===== config.mk =====
export PLATFORM = sky130hd
export DESIGN_NAME = led_blinker_multi_flat
export DESIGN_NICKNAME = d
export VERILOG_FILES = /design/src/rtl/led_blinker_multi_if.sv /design/src/rtl/led_blinker_multi.sv /design/src/flat_wrapper.sv
export SDC_FILE = /design/constraint.sdc
export NUM_CORES = 1
export LEC_CHECK = 0
export CAP_MARGIN = 20
export CORE_ASPECT_RATIO = 0.75
export CORE_MARGIN = 5
export CORE_UTILIZATION = 40
export CTS_BUF_LIST = sky130_fd_sc_hd__clkbuf_2 sky130_fd_sc_hd__clkbuf_4 sky130_fd_sc_hd__clkbuf_8
export DETAILED_ROUTE_END_ITERATION = 8
export PLACE_DENSITY_LB_ADDON = 0.2
export REMOVE_ABC_BUFFERS = 1
export SYNTH_ARGS = -nofsm -noshare
export SYNTH_HDL_FRONTEND = slang
export SYNTH_SLANG_ARGS = --single-unit

===== constraint.sdc =====
create_clock -name i_clock -period 3.7 [get_ports i_clock]
set_input_delay 0.74 -clock i_clock [delete_from_list [all_inputs] [get_ports i_clock]]
set_output_delay 0.74 -clock i_clock [all_outputs]
set_load 0.02 [all_outputs]

===== src/rtl/led_blinker_multi_if.sv =====
// led_blinker_multi_if
//   Bundles the configuration inputs and LED outputs of led_blinker_multi.
//   master: board-control side (drives enable/rate/mode, observes outputs)
//   slave : the blinker itself
// Signals:
//   i_enable     global enable, low forces every channel idle
//   i_rate       2 bits per channel, channel c at [2c+1:2c]
//   i_mode       2 bits per channel: 00 off, 01 steady, 10 blink, 11 burst
//   o_led_drive  registered LED drive, bit c = channel c
//   o_burst_done one-cycle pulse at the end of each burst window
interface led_blinker_multi_if #(
  parameter int N_CH = 4
);
  logic                i_enable;
  logic [2*N_CH-1:0]   i_rate;
  logic [2*N_CH-1:0]   i_mode;
  logic [N_CH-1:0]     o_led_drive;
  logic [N_CH-1:0]     o_burst_done;

  modport master (
    output i_enable,
    output i_rate,
    output i_mode,
    input  o_led_drive,
    input  o_burst_done
  );

  modport slave (
    input  i_enable,
    input  i_rate,
    input  i_mode,
    output o_led_drive,
    output o_burst_done
  );
endinterface


===== src/rtl/led_blinker_multi.sv =====
// led_blinker_multi
//   N_CH independent LED drivers on one clock. Each channel holds its last
//   seen rate/mode and restarts from phase zero whenever that configuration
//   changes, whenever enable is low, and on the edge where enable rises.
// Ports:
//   i_clock  system clock, rising edge
//   i_rst_n  asynchronous active-low reset
//   bus      led_blinker_multi_if slave modport (enable, rate, mode in;
//            led drive and burst-done pulses out)
module led_blinker_multi #(
  parameter int N_CH      = 4,
  parameter int CNT_W     = 24,
  parameter int C100      = 125000,
  parameter int C50       = 250000,
  parameter int C10       = 1250000,
  parameter int C1        = 12500000,
  parameter int BURST_LEN = 3
) (
  input  logic                 i_clock,
  input  logic                 i_rst_n,
  led_blinker_multi_if.slave   bus
);

  // k runs 0..4*BURST_LEN-1: first half is the burst window, second the gap.
  localparam int            KW     = $clog2(4 * BURST_LEN);
  localparam logic [KW-1:0] K_LAST = KW'(4 * BURST_LEN - 1);
  localparam logic [KW-1:0] K_GAP  = KW'(2 * BURST_LEN);
  localparam logic [KW-1:0] K_ONE  = KW'(1);

  // Previous enable, so the edge where enable rises is treated as a restart.
  logic en_q;

  always_ff @(posedge i_clock or negedge i_rst_n) begin
    if (!i_rst_n) begin
      en_q <= 1'b0;
    end else begin
      en_q <= bus.i_enable;
    end
  end

  genvar gi;
  generate
    for (gi = 0; gi < N_CH; gi++) begin : g_ch
      logic [1:0]       rate_in, mode_in;
      logic [1:0]       rate_q, mode_q;
      logic [CNT_W-1:0] cnt_q, cnt_d, half_m1;
      logic [KW-1:0]    k_q, k_d;
      logic             led_q, led_d;
      logic             done_q, done_d;
      logic             restart, wrap;

      assign rate_in = bus.i_rate[2*gi +: 2];
      assign mode_in = bus.i_mode[2*gi +: 2];

      // Terminal count for the held rate; outside a restart cycle the held
      // rate equals the input rate, so this is the active half-period.
      always_comb begin
        case (rate_q)
          2'b00:   half_m1 = CNT_W'(C100 - 1);
          2'b01:   half_m1 = CNT_W'(C50 - 1);
          2'b10:   half_m1 = CNT_W'(C10 - 1);
          default: half_m1 = CNT_W'(C1 - 1);
        endcase
      end

      always_comb begin
        restart = !bus.i_enable || !en_q || (rate_in != rate_q) || (mode_in != mode_q);
        wrap    = (cnt_q == half_m1);
        cnt_d   = cnt_q;
        k_d     = k_q;
        led_d   = 1'b0;
        done_d  = 1'b0;
        if (restart) begin
          // Enable low wins over everything, so steady-on only lights when enabled.
          cnt_d = '0;
          k_d   = '0;
          led_d = bus.i_enable && (mode_in == 2'b01);
        end else begin
          case (mode_q)
            2'b00: begin
              cnt_d = '0;
              k_d   = '0;
            end
            2'b01: begin
              cnt_d = '0;
              k_d   = '0;
              led_d = 1'b1;
            end
            2'b10: begin
              if (wrap) begin
                cnt_d = '0;
                k_d   = (k_q == K_ONE) ? '0 : K_ONE;
              end else begin
                cnt_d = cnt_q + CNT_W'(1);
              end
              led_d = (k_d == K_ONE);
            end
            default: begin
              if (wrap) begin
                cnt_d  = '0;
                k_d    = (k_q == K_LAST) ? '0 : k_q + K_ONE;
                // Only an advance can land on the gap start, so this is one cycle.
                done_d = (k_d == K_GAP);
              end else begin
                cnt_d = cnt_q + CNT_W'(1);
              end
              led_d = (k_d < K_GAP) && k_d[0];
            end
          endcase
        end
      end

      always_ff @(posedge i_clock or negedge i_rst_n) begin
        if (!i_rst_n) begin
          rate_q <= 2'b00;
          mode_q <= 2'b00;
          cnt_q  <= '0;
          k_q    <= '0;
          led_q  <= 1'b0;
          done_q <= 1'b0;
        end else begin
          // Held cfg always tracks the input; a difference is what flags a restart.
          rate_q <= rate_in;
          mode_q <= mode_in;
          cnt_q  <= cnt_d;
          k_q    <= k_d;
          led_q  <= led_d;
          done_q <= done_d;
        end
      end

      assign bus.o_led_drive[gi]  = led_q;
      assign bus.o_burst_done[gi] = done_q;
    end
  endgenerate

endmodule


===== src/flat_wrapper.sv =====
// flat-port wrapper written by rule: the top's interface ports become plain ports
module led_blinker_multi_flat 
#(
  parameter int N_CH      = 4,
  parameter int CNT_W     = 24,
  parameter int C100      = 125000,
  parameter int C50       = 250000,
  parameter int C10       = 1250000,
  parameter int C1        = 12500000,
  parameter int BURST_LEN = 3
)
  (i_clock, i_rst_n, bus_i_enable, bus_i_rate, bus_i_mode, bus_o_led_drive, bus_o_burst_done);
  led_blinker_multi_if #(.N_CH(N_CH)) bus_i ();
  input  logic i_clock;
  input  logic i_rst_n;
  input wire logic [$bits(bus_i.i_enable)-1:0] bus_i_enable;
  input wire logic [$bits(bus_i.i_rate)-1:0] bus_i_rate;
  input wire logic [$bits(bus_i.i_mode)-1:0] bus_i_mode;
  output wire logic [$bits(bus_i.o_led_drive)-1:0] bus_o_led_drive;
  output wire logic [$bits(bus_i.o_burst_done)-1:0] bus_o_burst_done;
  assign bus_i.i_enable = bus_i_enable;
  assign bus_i.i_rate = bus_i_rate;
  assign bus_i.i_mode = bus_i_mode;
  assign bus_o_led_drive = bus_i.o_led_drive;
  assign bus_o_burst_done = bus_i.o_burst_done;
  led_blinker_multi #(.N_CH(N_CH), .CNT_W(CNT_W), .C100(C100), .C50(C50), .C10(C10), .C1(C1), .BURST_LEN(BURST_LEN)) u_core (.i_clock(i_clock), .i_rst_n(i_rst_n), .bus(bus_i));
endmodule

Yosys cells after proc, flatten, opt, wreduce, memory -nomap -nowiden
Cells that the tools add are included. Widths: inputs -> output; s select.

Flip-flop bits (word level): 137. Input bits: 19. Output and inout bits: 8. Logic and storage cells: 196.

Add/subtract/negate cells: 8. $lt $le $gt $ge: 4. Equal/unequal tests: 48. Muxes and demuxes: 76. Reductions and logical operators: 35.

Operators with widths (number): $mux 24 (12); $pmux 24 s3 (4); $mux 4 (32); $add 24x1->24 const B (4); $eq 24x24->1 (4); $eq 4x1->1 const B (8); $pmux 4 s2 (4); $eq 2x1->1 const B (12); $mux 1 (20); $add 4x1->4 const B (4); $eq 2x2->1 const B (8); $eq 4x3->1 const B (4); $eq 4x4->1 const B (4); $logic_not 2->1 (8); $lt 4x3->1 const B (4); $ne 2x2->1 (8); $pmux 1 s3 (4); $reduce_or 3->1 (4); $logic_or 1x1->1 (9); $logic_and 1x1->1 (8); $reduce_or 2->1 (4); $logic_not 1->1 (2).

Depth between registers and ports, before layout
Depth after elaboration: 10. Mapped depth: 10. Gate-level depth less buffers: 9.

Worst setup path before layout
OpenSTA, ideal clock, no wires.

Path kind: reg-to-reg. Start: register u_core.g_ch[2].rate_q[0]. End: register u_core.g_ch[2].led_q. Setup time: 0.131 ns. Arrival time: 2.449 ns. Data required time: 3.569 ns. Slack: 1.120 ns. Cell stages (with the launch flop): 11. Path buffers: 1. Clock period less this slack: 2.580 ns. Path through: dfrtp_1 inv_1 ha_1 or3b_1 a222oi_1 nand4_1 or3_1 buf_6 mux2i_1 o31ai_1 a21oi_2.

Cells in the longest elaborated chain, start to end: 10. Elaborated cells on any way between the ends: 19. Classes of those cells: order compare: 1; eq/ne: 5; mux: 9; reduce/logical: 4.

RTL lines: start, declared (line led_blinker_multi.sv:45) `logic [1:0] rate_q, mode_q;`; start signal, assigned (line led_blinker_multi.sv:123) `rate_q <= rate_in;`; $eq 2x2->1, or another cell as far along (line led_blinker_multi.sv:58) `case (rate_q)`; $pmux 24 s3 (line led_blinker_multi.sv:58); $eq 24x24->1 (line led_blinker_multi.sv:68) `wrap = (cnt_q == half_m1);`; $mux 4 (line led_blinker_multi.sv:99) `if (wrap) begin`; $mux 4 (line led_blinker_multi.sv:79) `case (mode_q)`; $mux 4 (line led_blinker_multi.sv:73) `if (restart) begin`; $lt 4x3->1 (line led_blinker_multi.sv:107) `led_d = (k_d < K_GAP) && k_d[0];`; $logic_and 1x1->1 (line led_blinker_multi.sv:107); $pmux 1 s3 (line led_blinker_multi.sv:79); $mux 1 * (line led_blinker_multi.sv:73); net u_core.g_ch[2].led_d (line led_blinker_multi.sv:48) `logic led_q, led_d;`; end signal, assigned (line led_blinker_multi.sv:127) `led_q <= led_d;`; end, declared (line led_blinker_multi.sv:48).

Mark *: on every way through the listed nets, which the timed path passes. The rest lies on a longest branch. The select of a mux whose other input is x is not followed.

Final worst setup path
Start: register u_core.g_ch[1].rate_q[0]. End: register u_core.g_ch[1].led_q.

Cells in the longest elaborated chain, start to end: 10. Elaborated cells on any way between the ends: 19. Classes of those cells: order compare: 1; eq/ne: 5; mux: 9; reduce/logical: 4.

RTL lines (line): start, declared (led_blinker_multi.sv:45); start signal, assigned (led_blinker_multi.sv:123); $eq 2x2->1, or another cell as far along (led_blinker_multi.sv:58); $pmux 24 s3 (led_blinker_multi.sv:58); $eq 24x24->1 (led_blinker_multi.sv:68); $mux 4 (led_blinker_multi.sv:99); $mux 4 (led_blinker_multi.sv:79); $mux 4 (led_blinker_multi.sv:73); $lt 4x3->1 (led_blinker_multi.sv:107); $logic_and 1x1->1 (led_blinker_multi.sv:107); $pmux 1 s3 (led_blinker_multi.sv:79); $mux 1 * (led_blinker_multi.sv:73); net u_core.g_ch[1].led_d (led_blinker_multi.sv:48); end signal, assigned (led_blinker_multi.sv:127); end, declared (led_blinker_multi.sv:48).

Marked as above.

==> impl_metrics.sql <==
INSERT INTO impl_metrics (metric_group, metric, value, unit) VALUES
('run_status', 'outcome', 'completed', ''),
('critical_path', 'endpoint_kind', 'flip-flop', ''),
('global_route', 'globalRoute.totalOverflow', '0', ''),
('sta', 'timing.clock.skew', '0.0130', 'ns'),
('critical_path', 'timing.critical_path.required', '4.04', 'ns'),
('critical_path', 'reg2reg_setup_slack', '0.74', 'ns'),
('synthesis', 'synth_area_leaders', 'sky130_fd_sc_hd__dfrtp_1 43%, sky130_fd_sc_hd__xor2_1 7.7%, sky130_fd_sc_hd__nor2_1 7.0%', ''),
('global_route', 'grt_antenna_before_repair', '0', ''),
('cells_and_area', 'final_util', '0.455', ''),
('routing', 'firstDrtPassIters', '4', ''),
('routing', 'wl_met3', '542', 'µm'),
('global_route', 'grt_max_degree', '59', ''),
('clock_network', 'clock_tree_from_tritoncts', 'built', ''),
('sta', 'finalSetupViolations', '0', ''),
('placed_design', 'buffer_ports.inserted', '26', ''),
('sta', 'slew_viol_final', '0', ''),
('critical_path', 'worst_r2r_startpoint', 'u_core.g_ch[1].rate_q[0]$_DFF_PN0_', ''),
('clock_network', 'cts_buffers', '17', ''),
('synthesis', 'number_of_instances_in_the_synthesized_netlist', '879', ''),
('synthesis', 'ys.flop_type', 'sky130_fd_sc_hd__dfrtp_1', ''),
('clock_network', 'clock-root-buffer', 'sky130_fd_sc_hd__clkbuf_8', ''),
('clock_network', 'cts_hold_buf', '0', ''),
('hold_path', 'worst_hold_path_type', 'primary input to asynchronous set/reset pin', ''),
('cells_and_area', 'finalNetCount', '952', ''),
('global_route', 'first_pass_grt_wire_length', '28500', 'µm'),
('clock_network', 'clockBufferDepth', '2', ''),
('clock_network', 'cts.htree.levels', '4', ''),
('floorplan', 'total_core_area', '19500', 'µm²'),
('critical_path', 'startpoint_type', 'flip-flop', ''),
('placed_design', 'gpl.final_weighted_congestion', '0.820', ''),
('pwr', 'vdd_ir_drop_max', '168', 'µV'),
('flow_run', 'cap_viol_max_count', '0', ''),
('critical_path', 'cp_max_fo', '5', ''),
('clock_network', 'post_cts_setup_buffer_count', '0', ''),
('synthesis', 'netlist.area_leader.share', '0.429', ''),
('routing', 'highest-signal-layer', 'met4', ''),
('routing', 'drc', '0', ''),
('critical_path', 'cp_data_arrival_time', '3.30', 'ns'),
('clock_network', 'clk_transition_reported_paths', '0.08', 'ns'),
('routing', 'first_iter_violations', '358', ''),
('cells_and_area', 'count_of_inserted_antenna_diode_cells', '0', ''),
('sta', 'fmax', '0.338', 'GHz'),
('synthesis', 'most_common_cell_in_the_synthesized_netlist', 'sky130_fd_sc_hd__nor2_1', ''),
('synthesis', 'ys_types', '62', ''),
('synthesis', 'netlist_area', '8000', 'µm²'),
('clock_network', 'clkLatencyLatePin', '0.45', 'ns'),
('sta', 'final.min_clock_period', '2.96', 'ns'),
('synthesis', 'postSynthAreaPerCell', '9.10', 'µm²'),
('cells_and_area', 'area_occupied_by_multi_input_gates', '4260', 'µm²'),
('routing', 'ant_nets', '0', ''),
('critical_path', 'worstRegToRegCells', '8', ''),
('sta', 'tightestPinTransition', '0.789', 'ns'),
('sta', 'period_share', '0.799', ''),
('floorplan', 'die_area', '23000', 'µm²'),
('clock_network', 'post_cts_resize_count', '0', ''),
('synthesis', 'yosysTopAreaCell', 'sky130_fd_sc_hd__dfrtp_1', ''),
('cells_and_area', 'synthToLayoutAreaGrowth', '10.9', '%'),
('pwr', 'pd_cells', '335', 'nW/µm²'),
('sta', 'report.final.hold_viol_count', '0', ''),
('routing', 'met2WireLength', '6530', 'µm'),
('floorplan', 'fp.dieH', '132', 'µm'),
('sta', 'fin_hold_ws', '0.242', 'ns'),
('cells_and_area', 'fraction_of_final_layout_cells_with_drive_strength_greater_than_1', '0.0551', ''),
('synthesis', 'commonest_cells_in_the_netlist', '149 x sky130_fd_sc_hd__nor2_1, 137 x sky130_fd_sc_hd__dfrtp_1, 87 x sky130_fd_sc_hd__nand2_1', ''),
('pwr', 'totalPowerFinal', '2.97', 'mW'),
('floorplan', 'floorplan.io_pins', '27', ''),
('routing', 'drt_wirelength', '16600', 'µm'),
('synthesis', 'edff_count_synth', '0', ''),
('synthesis', 'postSynthRegisterBits', '137', ''),
('global_route', 'via_count_of_the_first_global_routing_pass', '5695', ''),
('floorplan', 'die-width', '173', 'µm');
-- layout by cell type, fill, tap and decap left out, drive strengths merged, types with 7 or more instances in the layout --
cell type	n
and4	7
nand3	44
nor4b	10
ha	36
clkdlybuf4s50	25
mux2i	7
nor4	10
and3	21
dfrtp	137
nor2	149
or3	11
nand2	87
nor3	14
xnor2	48
o21ai	19
nand4	21
xor2	70
buf	8
clkbuf	22
inv	35
a21oi	23
-- worst max-delay path, stage by stage (launching register included) --
cell and delay (ns):
sky130_fd_sc_hd__dfrtp_1 0.48, sky130_fd_sc_hd__inv_1 0.13, sky130_fd_sc_hd__ha_1 0.33, sky130_fd_sc_hd__nor4bb_1 0.28, sky130_fd_sc_hd__o211ai_1 0.17, sky130_fd_sc_hd__or4_1 0.57, sky130_fd_sc_hd__nor2_1 0.28, sky130_fd_sc_hd__mux2_2 0.37
sky130_fd_sc_hd__o21ai_0 0.23
-- cells by family (layout without fill, tap and decap cells) --
group,count (synthesis),after routing,synth area share
AO/OA/AOI/OAI,85,85,0.0682
XOR/XNOR,118,118,0.129
adder cells (fa/ha/maj),36,36,0.0563
buffers and inverters,69,98,0.0386
flip-flops,137,137,0.429
multiplexers,12,12,0.0158
AND/OR/NAND/NOR,422,422,0.263
-- power breakdown --
group	switching (mW)	internal, mW
registers	0.0172	1.51
logic	0.0875	0.0638
clock network	0.568	0.725
-- cell type report --
type / instances / area share
clock buffers: 22 / 0.0327
flip-flops and latches: 137 / 0.386
repair buffers: 33 / 0.0368
well taps: 253 / 0.0357
multi-input cells: 673 / 0.480
clock inverters: 8 / 0.0135
inverters: 35 / 0.0148
-- worst max path at each step --
stage | from | to
final | u_core.g_ch[1].rate_q[0]$_DFF_PN0_ | u_core.g_ch[1].led_q$_DFF_PN0_
after global routing | u_core.g_ch[1].rate_q[0]$_DFF_PN0_ | u_core.g_ch[1].led_q$_DFF_PN0_
after CTS | u_core.g_ch[1].rate_q[0]$_DFF_PN0_ | u_core.g_ch[1].led_q$_DFF_PN0_
after detailed placement | bus_i_enable | u_core.g_ch[1].cnt_q[22]$_DFF_PN0_
after global placement | bus_i_enable | u_core.g_ch[1].cnt_q[22]$_DFF_PN0_
after floorplan | u_core.g_ch[2].rate_q[0]$_DFF_PN0_ | u_core.g_ch[2].led_q$_DFF_PN0_
-- state kept, by name (all words and copies together) (netlist names) --
name                flops
u_core.en_q             1
u_core.g_ch.cnt_q      96
u_core.g_ch.done_q      4
u_core.g_ch.k_q        16
u_core.g_ch.led_q       4
u_core.g_ch.mode_q      8
u_core.g_ch.rate_q      8
-- layer usage --
layer | track usage | vias to the layer above
li1 | - | 3031
met1 | 0.232 | 2898
met2 | 0.207 | 67
met3 | 0.0396 | 9
met4 | 0.0337 | 0
met5 | 0 | -
-- per-stage QoR --
| stage | cells | instance area (µm²) | setup WS (ns) |
|---|---|---|---|
| after floorplan | 845 | 7820 | 1.06 |
| after global placement | 1131 | 8460 | 0.745 |
| after detailed placement | 1131 | 8460 | 0.730 |
| after CTS | 1161 | 8870 | 0.778 |
| after global routing | 1161 | 8870 | 0.498 |
| final | 1161 | 8870 | 0.743 |
Power figures use the tool's default switching activity.
